===== src/rtl/contador_pkg.sv =====
// Shared definitions for the universal counter: direction encoding and the default width.
package contador_pkg;

   // Direction values carried on the 'up' input
   typedef enum logic {
      DOWN = 1'b0,
      UP   = 1'b1
   } dir_e;

   localparam int DEF_WIDTH = 4;

endpackage : contador_pkg


===== src/rtl/contador_next_state.sv =====
// Combinational next-count logic for the universal counter.
// Given the current count, the direction and the upper bound, it produces the
// following count and a flag marking a step past either end of the range.
// Optional feature macro: CONTADOR_SATURATE_EN (hold at the bound instead of wrapping).
module contador_next_state
   import contador_pkg::*;
#(
   parameter int WIDTH = DEF_WIDTH
) (
   input  logic [WIDTH-1:0] i_q,
   input  logic             i_up,
   input  logic [WIDTH-1:0] i_max,
   output logic [WIDTH-1:0] o_next,
   output logic             o_wrap
);

   // Step one position in the requested direction; flag the boundary crossing
   always_comb begin
      o_next = i_q;
      o_wrap = 1'b0;
      if (i_up == UP) begin
         if (i_q == i_max) begin
            o_wrap = 1'b1;
`ifdef CONTADOR_SATURATE_EN
            o_next = i_q;
`else
            o_next = '0;
`endif
         end else begin
            o_next = i_q + WIDTH'(1);
         end
      end else begin
         if (i_q == '0) begin
            o_wrap = 1'b1;
`ifdef CONTADOR_SATURATE_EN
            o_next = i_q;
`else
            o_next = i_max;
`endif
         end else begin
            o_next = i_q - WIDTH'(1);
         end
      end
   end

endmodule : contador_next_state


===== src/rtl/contador_universal_nbits.sv =====
// Universal up/down modulo-N counter with parallel load, combinational
// terminal count and a sticky overflow flag.
// Optional feature macro: CONTADOR_SATURATE_EN (saturate at the range ends
// instead of wrapping; the overflow flag then marks the first blocked step).
module contador_universal_nbits
   import contador_pkg::*;
#(
   parameter int              WIDTH  = DEF_WIDTH,
   // 64-bit so that the default 2**WIDTH still fits when WIDTH is 32
   parameter longint unsigned MODULO = 64'd1 << WIDTH
) (
   input  logic             clk,
   input  logic             clear_n,
   input  logic             en,
   input  logic             up,
   input  logic             load,
   input  logic [WIDTH-1:0] d,
   output logic [WIDTH-1:0] q,
   output logic             tc,
   output logic             ovf
);

   localparam logic [WIDTH-1:0] MAX_Q = WIDTH'(MODULO - 64'd1);

   logic [WIDTH-1:0] r_q;
   logic             r_ovf;
   logic [WIDTH-1:0] w_next;
   logic             w_wrap;
   logic [WIDTH-1:0] w_load_val;
   logic             w_max_vec_unused;

   // Out-of-range load values are clamped so no state above MAX_Q is reachable
   assign w_load_val = (64'(d) >= MODULO) ? MAX_Q : d;
   assign w_max_vec_unused = 1'b0;

   contador_next_state #(
      .WIDTH (WIDTH)
   ) u_next (
      .i_q    (r_q),
      .i_up   (up),
      .i_max  (MAX_Q),
      .o_next (w_next),
      .o_wrap (w_wrap)
   );

   // Count register and sticky overflow: load beats count, count beats hold
   always_ff @(posedge clk or negedge clear_n) begin
      if (!clear_n) begin
         r_q   <= '0;
         r_ovf <= 1'b0;
      end else if (load) begin
         r_q   <= w_load_val;
         r_ovf <= 1'b0;
      end else if (en) begin
         r_q <= w_next;
         if (w_wrap) r_ovf <= 1'b1;
      end
   end

   // Terminal count looks at the live inputs; during reset r_q is already 0
   assign tc  = en & ~load & ((up & (r_q == MAX_Q)) | (~up & (r_q == '0)));
   assign q   = r_q;
   assign ovf = r_ovf | w_max_vec_unused;

endmodule : contador_universal_nbits

===== config.mk =====
export PLATFORM = sky130hd
export DESIGN_NAME = contador_universal_nbits
export DESIGN_NICKNAME = d
export VERILOG_FILES = /design/src/rtl/contador_pkg.sv /design/src/rtl/contador_next_state.sv /design/src/rtl/contador_universal_nbits.sv
export SDC_FILE = /design/constraint.sdc
export NUM_CORES = 1
export LEC_CHECK = 0
export ABC_AREA = 1
export BUFFER_PORTS_ARGS = -buffer_cell sky130_fd_sc_hd__buf_2
export CORE_AREA = 2 2 39 41
export DETAILED_ROUTE_END_ITERATION = 6
export DIE_AREA = 0 0 41 43
export MAX_ROUTING_LAYER = met4
export SLEW_MARGIN = 20
export SYNTH_ARGS = -nofsm -noshare
export SYNTH_HDL_FRONTEND = slang
export SYNTH_SLANG_ARGS = --single-unit
export TNS_END_PERCENT = 5

===== constraint.sdc =====
create_clock -name clk -period 1.6 [get_ports clk]
set_input_delay 0.4 -clock clk [delete_from_list [all_inputs] [get_ports clk]]
set_output_delay 0.4 -clock clk [all_outputs]
set_load 0.005 [all_outputs]

==> reports/results.tsv <==
stage	metric	value	unit
cts	clock_tree_from_tritoncts	done	
detailed_routing	avgViaCountPerCell	4.88	
pwr	fin_total_pwr	0.000515	W
die	die-area	1760	µm²
pwr	powerDensity	830	nW/µm²
cells_and_area	num_antenna_cells	0	
cells_and_area	fin_nets	99	
placed_design	globalplace.congestion	0.798	
cts	ctsRootBufferMaster	sky130_fd_sc_hd__clkbuf_4	
cts	ctsLongestPathBuffers	2	
yosys	synthesis.area_per_instance	6.89	µm²
sta	share_of_the_clock_period_used_by_the_worst_path	103	%
sta	maxClockFrequency	606	MHz
sta	post-route-worst-setup-slack	-49.0	ps
setup_path	endpoint_kind	primary output	
setup_path	worst-endpoint-required	1200	ps
yosys	synthDistinctLibCells	14	
cells_and_area	layout-drive-gt1-share	42.5	%
status	outcome	finished, violations left	
cts	cts_max_level	1	
grt	gr-usage-all-layers	17.2	%
detailed_routing	routed-via-count	503	
die	die_h	43	µm
yosys	yosys_register_bits	5	
placed_design	dp.final_hpwl	788	µm
sta	timing.final.max_slew_violations	0	
cells_and_area	mostFrequentLayoutCell	sky130_fd_sc_hd__nand2_1	
placed_design	buffer_ports.inserted	14	
grt	first_global_vias	465	
setup_path	critical_path_peak_fanout	3	
yosys	synthesis.yosys.warnings	0	
setup_path	worstSetupStartpoint	q[1]	
die	rows	14	
grt	grt_start_max_net_pins	9	
hold_path	timing.hold.worst.class	input port to register	
detailed_routing	ant_nets	0	
sta	hold_viol	0	
hold_path	hp-start	d[2]	
sta	final_setup_skew	2.05	ps
job	maxCapViolations	0	
sta	finalWorstPathRequiredPeriod	1650	ps
die	io_pins	15	
setup_path	start_kind	register	
pwr	cellLeakagePower	0.368	nW
yosys	synth.cell_area	393	µm²
yosys	synthesis.instances	57	
detailed_routing	totalWireLength	1230	µm
die	chipWidth	41	µm
setup_path	arrival	1250	ps
cts	cts_made_buffers	3	
grt	initial_antenna_violation_count	0	
yosys	yosys.area.top_type	sky130_fd_sc_hd__dfrtp_1	
cts	clock_transition_at_path_regs	50	ps
grt	overflow	0	
sta	worst_slew_pin_slew	285	ps
placed_design	preCtsSetupSlack	81.8	ps
cells_and_area	area_delta_synth_final	58.0	%
sta	tns	-49.0	ps
sta	slew_headroom	81.0	%
pwr	irDropWorstVdd	0.508	mV
die	start_util	28.4	%
cts	tritoncts_num_sinks	5	
sta	setup_viol_count_final	1	
yosys	yosysSeqAreaShare	31.8	%
yosys	synth_area_leaders	sky130_fd_sc_hd__dfrtp_1 (32%), sky130_fd_sc_hd__nand2_1 (21%), sky130_fd_sc_hd__nand3_1 (10%)	
detailed_routing	drtPass1Iterations	4	
detailed_routing	avgRoutedWirePerCell	11.9	µm
cells_and_area	most_frequent_cells_in_the_layout	sky130_fd_sc_hd__nand2_1 (22), sky130_fd_sc_hd__buf_2 (14), sky130_fd_sc_hd__buf_4 (12), sky130_fd_sc_hd__nand3_1 (7), sky130_fd_sc_hd__inv_1 (6)	
yosys	syn-num-nets	68	
status	failing_checks	negative setup slack	
cts	worst_skew_pair.late_latency	240	ps
detailed_routing	number_of_remaining_drc_errors	0	
detailed_routing	drt_iter0_drc	7	
setup_path	setup.worst_path.class	register to primary output	
die	design.core.area	1380	µm²
yosys	synth.top_cell.area_share	31.8	%
grt	wire_length_of_the_first_global_routing_pass	1890	µm
setup_path	r2r-start	q[0]	
sta	unrepaired_setup_endpoints_after_global_routing	yes	
## layout make-up
class                   instances  area, µm²
fillers                       150        763
inverters                       9       33.8
multi-input cells              42        245
well taps                      16       20.0
repair buffers                 27        170
clock buffers                   4       26.3
flip-flops and latches          5        125
## path summary, 6_finish.rpt
| check | to | slack [ps] | depth (start not counted) |
|---|---|---|---|
| worst max-delay path | tc | -50 | 6 |
| worst min-delay path | q[2] | 370 | 3 |
| worst max register to register | q[3] | 280 | 9 |
| worst min register to register | ovf | 470 | 2 |
| max in group asynchronous | q[0] | 950 | 2 |
| min in group asynchronous | q[2] | 500 | 2 |
## metrics by stage
stage / area (µm²) / hold slack [ps] / utilization (%) / cells
2_1_floorplan: 393 / 104 / - / 57
3_3_place_gp: 494 / 226 / 35.7 / 89
3_5_place_dp: 494 / 235 / 35.7 / 89
4_1_cts: 596 / 368 / 43.0 / 100
5_1_grt: 621 / 379 / 44.8 / 103
6_report: 621 / 375 / 44.8 / 103
## power breakdown
part / leakage (nW) / switching (W) / internal [W]
registers: 0.0623 / 0.0000185 / 0.000141
logic: 0.291 / 0.000101 / 0.000105
clock network: 0.0150 / 0.0000548 / 0.0000945
## cells in the mapped netlist
master and count:
sky130_fd_sc_hd__a22oi_1 2, sky130_fd_sc_hd__inv_2 1, sky130_fd_sc_hd__dfrtp_1 5, sky130_fd_sc_hd__nor2_4 1, sky130_fd_sc_hd__nor2_1 1, sky130_fd_sc_hd__nand4_1 2, sky130_fd_sc_hd__nand2_1 22, sky130_fd_sc_hd__inv_1 8
sky130_fd_sc_hd__ha_1 2, sky130_fd_sc_hd__nand3_1 8, sky130_fd_sc_hd__o221ai_1 1, sky130_fd_sc_hd__buf_6 1, sky130_fd_sc_hd__or2_1 1, sky130_fd_sc_hd__xor2_1 2
## kinds of logic (layout without fill, tap and decap cells)
family	Yosys count	in the layout	share of synthesized area, %
flip-flops	5	5	31.8
AO/OA/AOI/OAI	3	3	6.05
AND/OR/NAND/NOR	35	35	39.8
buffers and inverters	10	40	11.5
adder cells (fa/ha/maj)	2	2	6.37
XOR/XNOR	2	2	4.46
## critical path, cell delays in order (launching register included)
cell                      delay, ps
sky130_fd_sc_hd__dfrtp_1        400
sky130_fd_sc_hd__ha_2           200
sky130_fd_sc_hd__nand4_1        120
sky130_fd_sc_hd__nand2_1         70
sky130_fd_sc_hd__nand2_1         70
sky130_fd_sc_hd__inv_1           40
sky130_fd_sc_hd__buf_2          110
## state kept, by name, summed over array words and instances, names as in the netlist
| signal | count |
|---|---|
| q | 4 |
| ovf | 1 |
## routing by layer
layer | GRT usage [%] | vias to the layer above | share of wire [%] | wire length, µm
met5 | - | - | 0 | 0
met4 | 6.67 | 0 | 2.1 | 26
met3 | 9.95 | 4 | 8.4 | 103
met2 | 25.9 | 22 | 51 | 620
met1 | 17.7 | 235 | 39 | 477
li1 | - | 242 | - | -
## what timing repair did
action | 4_1_cts | 5_1_grt
setup buffers | 6 | 3
resized for setup | 6 | 1
setup endpoints to repair | 1 | 1
hold buffers | 1 | 0
pin swaps | 2 | 0
endpoints found under the hold margin | 5 | 0
Note: power is estimated with default switching activity, not from simulation.
